<file path="config.mk">
export PLATFORM = sky130hd
export DESIGN_NAME = dec_scoreboard
export DESIGN_NICKNAME = d
export VERILOG_FILES = /design/src/rtl/dec_scoreboard.sv
export SDC_FILE = /design/constraint.sdc
export NUM_CORES = 1
export LEC_CHECK = 0
export CELL_PAD_IN_SITES_DETAIL_PLACEMENT = 0
export CELL_PAD_IN_SITES_GLOBAL_PLACEMENT = 1
export CORE_MARGIN = 2
export CORE_UTILIZATION = 42
export CTS_BUF_LIST = sky130_fd_sc_hd__clkbuf_8
export DETAILED_ROUTE_END_ITERATION = 6
export MAX_ROUTING_LAYER = met4
export PLACE_DENSITY_LB_ADDON = 0.1
export REMOVE_ABC_BUFFERS = 1
export SLEW_MARGIN = 20
export SYNTH_ARGS = -nofsm -noshare
export SYNTH_HDL_FRONTEND = slang
export SYNTH_SLANG_ARGS = --single-unit
</file>
<file path="constraint.sdc">
create_clock -name clk -period 9 [get_ports clk]
set_input_delay 2.7 -clock clk [delete_from_list [all_inputs] [get_ports clk]]
set_output_delay 2.7 -clock clk [all_outputs]
set_load 0.01 [all_outputs]
</file>
<file path="src/rtl/dec_scoreboard.sv">
// dec_scoreboard: decode-stage register scoreboard with hazard detection.
//
// Tracks one pending-write bit per architectural register (16 registers, r0
// included). An instruction in decode issues when none of its source
// registers is pending and its destination (if any) is not already pending
// (WAW). Write-back clears a pending bit; an issue that sets the same bit on
// the same edge takes priority. A saturating counter of consecutive stall
// cycles raises a sticky hang flag once it reaches HANG_LIMIT.
//
// Optional feature (macro SB_WB_BYPASS_EN):
//   defined   - a register being written back this cycle counts as not busy
//               for this cycle's hazard check (register-file write-through).
//   undefined - the write-back clear is seen only from the next cycle.
//
// Ports:
//   clk, rst_n           clock (rising edge), asynchronous active-low reset
//   dec_valid            decode stage holds an instruction
//   instr_type           00 R-type, 01 branch, 10 I-type, 11 no-op
//   rs1, rs2, rd         source / destination register addresses
//   flush                kill the instruction currently in decode
//   wb_wen, wb_addr      register file write-back this cycle
//   issue, stall         combinational decode outcome
//   busy                 registered pending-write bit per register
//   hang                 registered sticky stall-timeout flag
//   issue_cnt            registered count of issued instructions (wraps)
module dec_scoreboard #(
  parameter int unsigned HANG_LIMIT = 255
) (
  input  logic        clk,
  input  logic        rst_n,
  input  logic        dec_valid,
  input  logic [1:0]  instr_type,
  input  logic [3:0]  rs1,
  input  logic [3:0]  rs2,
  input  logic [3:0]  rd,
  input  logic        flush,
  input  logic        wb_wen,
  input  logic [3:0]  wb_addr,
  output logic        issue,
  output logic        stall,
  output logic [15:0] busy,
  output logic        hang,
  output logic [15:0] issue_cnt
);

  typedef enum logic [1:0] {
    TypeR   = 2'b00,
    TypeBr  = 2'b01,
    TypeI   = 2'b10,
    TypeNop = 2'b11
  } instr_type_e;

  logic [15:0] busy_q, busy_d;
  logic [15:0] busy_eff;
  logic        hang_q, hang_d;
  logic [15:0] issue_cnt_q, issue_cnt_d;
  logic [7:0]  stall_cnt_q, stall_cnt_d;

  logic reads_rs1, reads_rs2, writes_rd;
  logic hazard;

  // Operand usage decode.
  always_comb begin
    reads_rs1 = 1'b0;
    reads_rs2 = 1'b0;
    writes_rd = 1'b0;
    unique case (instr_type)
      TypeR: begin
        reads_rs1 = 1'b1;
        reads_rs2 = 1'b1;
        writes_rd = 1'b1;
      end
      TypeBr: begin
        reads_rs1 = 1'b1;
        reads_rs2 = 1'b1;
      end
      TypeI: begin
        reads_rs1 = 1'b1;
        writes_rd = 1'b1;
      end
      TypeNop: begin
      end
    endcase
  end

  // Busy view used for the hazard check this cycle.
  always_comb begin
    busy_eff = busy_q;
`ifdef SB_WB_BYPASS_EN
    if (wb_wen) begin
      busy_eff[wb_addr] = 1'b0;
    end
`endif
  end

  always_comb begin
    hazard = dec_valid & ((reads_rs1 & busy_eff[rs1]) |
                          (reads_rs2 & busy_eff[rs2]) |
                          (writes_rd & busy_eff[rd]));
    stall  = hazard & ~flush;
    issue  = dec_valid & ~hazard & ~flush;
  end

  always_comb begin
    busy_d = busy_q;
    // Clear first so a same-edge set on the same register wins.
    if (wb_wen) begin
      busy_d[wb_addr] = 1'b0;
    end
    if (issue && writes_rd) begin
      busy_d[rd] = 1'b1;
    end

    issue_cnt_d = issue_cnt_q + {15'd0, issue};

    if (!stall) begin
      stall_cnt_d = 8'd0;
    end else if (stall_cnt_q == 8'hff) begin
      stall_cnt_d = 8'hff;
    end else begin
      stall_cnt_d = stall_cnt_q + 8'd1;
    end

    hang_d = hang_q | (stall & ({24'd0, stall_cnt_d} >= HANG_LIMIT));
  end

  always_ff @(posedge clk or negedge rst_n) begin
    if (!rst_n) begin
      busy_q      <= 16'd0;
      hang_q      <= 1'b0;
      issue_cnt_q <= 16'd0;
      stall_cnt_q <= 8'd0;
    end else begin
      busy_q      <= busy_d;
      hang_q      <= hang_d;
      issue_cnt_q <= issue_cnt_d;
      stall_cnt_q <= stall_cnt_d;
    end
  end

  assign busy      = busy_q;
  assign hang      = hang_q;
  assign issue_cnt = issue_cnt_q;

endmodule

</file>
==> metrics.md, run 1 <==
| Metric | Value |
|---|---|
| # setup viols final | 0 |
| # hold bufs at CTS | 0 |
| Number of synthesized flops with an enable pin | 0 |
| Arrival @ worst endpoint | 5.52 ns |
| # DRC | 0 |
| RR Endpoint | issue_cnt[15]$_DFF_PN0_ |
| H-tree depth | 2 |
| GP Congestion | 0.798 |
| Post-synthesis sequential area ratio | 0.434 |
| PortBufs | 57 |
| Synthesis Warnings | 0 |
| Number of library cell types mapped by synthesis | 44 |
| DR vias/cell | 5.63 |
| Top-count cell post-synth | dfrtp_1 |
| Reg-to-reg setup timing slack | 5.82 ns |
| Die Area | 0.00625 mm² |
| Hold EP | hang$_DFF_PN0_ |
| Die H | 79.0 µm |
| Top cells by area, synth | dfrtp_1 43%, nand3_1 6.6%, mux2i_1 6.3% |
| Slowest stage delay, CP | 0.81 ns |
| Max_cap viols | 0 |
| Pwr dens | 155 mW/mm² |
| Largest net degree at the start of global routing | 42 |
| IO Pins | 58 |
| Vias | 2060 |
| Post-route ant nets | 0 |
| Hold Crit Class | reg -> reg |
| TritonCTS clock tree | built |
| FMAX | 122 MHz |
| CP Buf/Inv Count | 2 |
| Accumulated negative setup slack | 0 ns |
| Clock-pin slew on the worst setup and hold paths | 0.07 ns |
| Slew Viols, Final | 0 |
| Startpoint Class | primary input |
| Leak | 1.22 nW |
| GR Util All Layers | 0.209 |
| Worst rel slew slack | 0.392 |
| First DRT Iteration DRCs | 59 |
| Crit path kind | in -> out |
| Count of final hold-check violations | 0 |
| Critical Path RT | 6.30 ns |
| Post-synth ARST share | 1.00 |
| Vias in the first global route | 2040 |
| DRT Pass-1 Iters | 4 |
| Crit-path slowest cell | clkdlybuf4s50_1 |
| Top post-synthesis cells by count | 41 x dfrtp_1, 31 x nand3_1, 16 x o21ai_0, 16 x o21ai_1, 15 x mux2i_1 |
| Root buffer cell | clkbuf_8 |
| Yosys reg bits | 41 |
| Cell Area, Synth | 0.00236 mm² |
| Clock sink count | 41 |
| Clock Skew | 0.00618 ns |
| CORE AREA | 0.00547 mm² |
| RSZ-0062 raised after global routing | false |
| Detail Placement HPWL | 4400 µm |
| Hold Path Stages | 1 |
| CP Cell Sequence | clkdlybuf4s50_1 -> mux2i_1 -> a22oi_1 -> and4b_1 -> a22oi_1 -> nand3_4 -> nor2_1 -> clkdlybuf4s50_1 |
| Post-Syn Area per Cell | 10.0 µm² |
| Share of layout cells above drive strength 1 | 0.0578 |
| Area growth, synth to finish | 29.6% |
| Number of gates resized after cts | 0 |
| Post-CTS setup buffer count | 0 |
| Result of the run | finished, final reports clean |
| NumNets Final | 319 |
| Row cnt | 27 |
| Initial core utilization | 0.432 |
| Die Width | 79.0 µm |
| Top cell type's share of synthesized area | 0.434 |
| Maximum VDD drop | 0.0000785 V |
| Yosys top cell by area | dfrtp_1 |
| WL/cell | 16.2 µm |
| Number of antenna violations at the first check in global routing | 0 |
| Total Wirelength | 5940 µm |
| Post-synthesis cell count | 236 |
| Total CTS buffers | 5 |
| Diodes inserted | 0 |
| Congestion Overflow GR | 0 |
| Skew-Pair Late Insertion Delay | 0.29 ns |
| Final Power | 0.474 mW |
| CP Capture Type | primary output |
| Tcrit/Tclk final | 0.914 |
| Worst reg2reg path startpoint | busy[0]$_DFF_PN0_ |
| Path depth of the worst reg2reg path | 11 |
| First-pass GRT wire length | 9900 µm |
| CTS Buffer Depth | 2 |
| Slew @ Worst Pin | 0.912 ns |
| HP Start | hang$_DFF_PN0_ |
| CP Max Fanout | 17 |
| Post-layout min period | 8.22 ns |
| Cell family with most CP delay | buffers and inverters |
| Top_reg_cell synth | dfrtp_1 |
registers in the layout, summed over array words and instances (netlist names):
| name | count |
|---|---|
| busy | 16 |
| hang | 1 |
| issue_cnt | 16 |
| stall_cnt_q | 8 |
layer usage:
| metal | wire length [µm] | vias to the layer above | track usage |
|---|---|---|---|
| li1 | - | 982 | - |
| met1 | 2720 | 998 | 0.276 |
| met5 | 0 | - | - |
| met3 | 288 | 16 | 0.0386 |
| met4 | 155 | 0 | 0.0776 |
| met2 | 2780 | 64 | 0.322 |
final cells by class:
| class | count | area [µm²] |
|---|---|---|
| timing repair buffer | 57 | 566 |
| fill | 522 | 2410 |
| tap | 72 | 90.1 |
| sequential | 41 | 1030 |
| multi-input combinational | 187 | 1290 |
| clock buffer | 5 | 68.8 |
| inverter | 1 | 3.75 |
| clock inverter | 3 | 17.5 |
per-stage QoR:
step	instances	worst slack [ns]	util	area [µm²]	hold WS (ns)
4_1_cts	366	0.808	0.560	3060	0.474
3_3_place_gp	358	0.842	0.544	2980	0.443
5_1_grt	366	0.560	0.560	3060	0.502
3_5_place_dp	358	0.809	0.544	2980	0.450
2_1_floorplan	229	2.19	-	2320	0.482
6_report	366	0.778	0.560	3060	0.466
cell families (layout without fill, tap and decap cells):
logic type / Yosys count / after routing / share of synthesized area
muxes: 18 / 18 / 0.0873
and+or+nand+nor: 93 / 93 / 0.216
AOI/OAI and AO/OA: 55 / 55 / 0.160
buffers and inverters: 8 / 66 / 0.0196
adders and majority gates: 3 / 3 / 0.0159
DFF: 41 / 41 / 0.434
xor gates and xnor gates: 18 / 18 / 0.0667
placed cells by master (no fill, tap or decap), drive strengths merged, types with 2 or more instances in the layout:
cell,n
a2111oi,5
a21boi,4
a21oi,2
a22oi,4
and2,3
and3,2
clkbuf,5
clkdlybuf4s50,56
clkinv,2
dfrtp,41
ha,3
mux2i,15
mux4,2
nand2,14
nand2b,5
nand3,32
nand3b,3
nand4,2
nor2,9
nor2b,10
nor3,5
nor4b,2
o21a,2
o21ai,32
xnor2,12
xor2,6
worst max-delay path by stage:
stage / from / end / slack, ns / cells past startpoint
6_report: rd[1] / issue / 0.78 / 8
5_1_grt: rd[1] / issue / 0.56 / 8
4_1_cts: rd[1] / issue / 0.81 / 8
3_5_place_dp: rd[1] / issue / 0.81 / 8
3_3_place_gp: rd[1] / issue / 0.84 / 8
2_1_floorplan: rd[3] / issue / 2.19 / 6
report_power, final:
part | switching, mW | total, mW | internal [mW]
registers | 0.0274 | 0.232 | 0.204
clock network | 0.0638 | 0.117 | 0.0535
logic | 0.0565 | 0.125 | 0.0683
Power figures use the tool's default switching activity.
==> run 2, diff against run 1 <==
- CAP_MARGIN: unset -> 20
==> results of run 2 <==
Same layout as run 1: the final DEF is identical, and so are final timing and power.
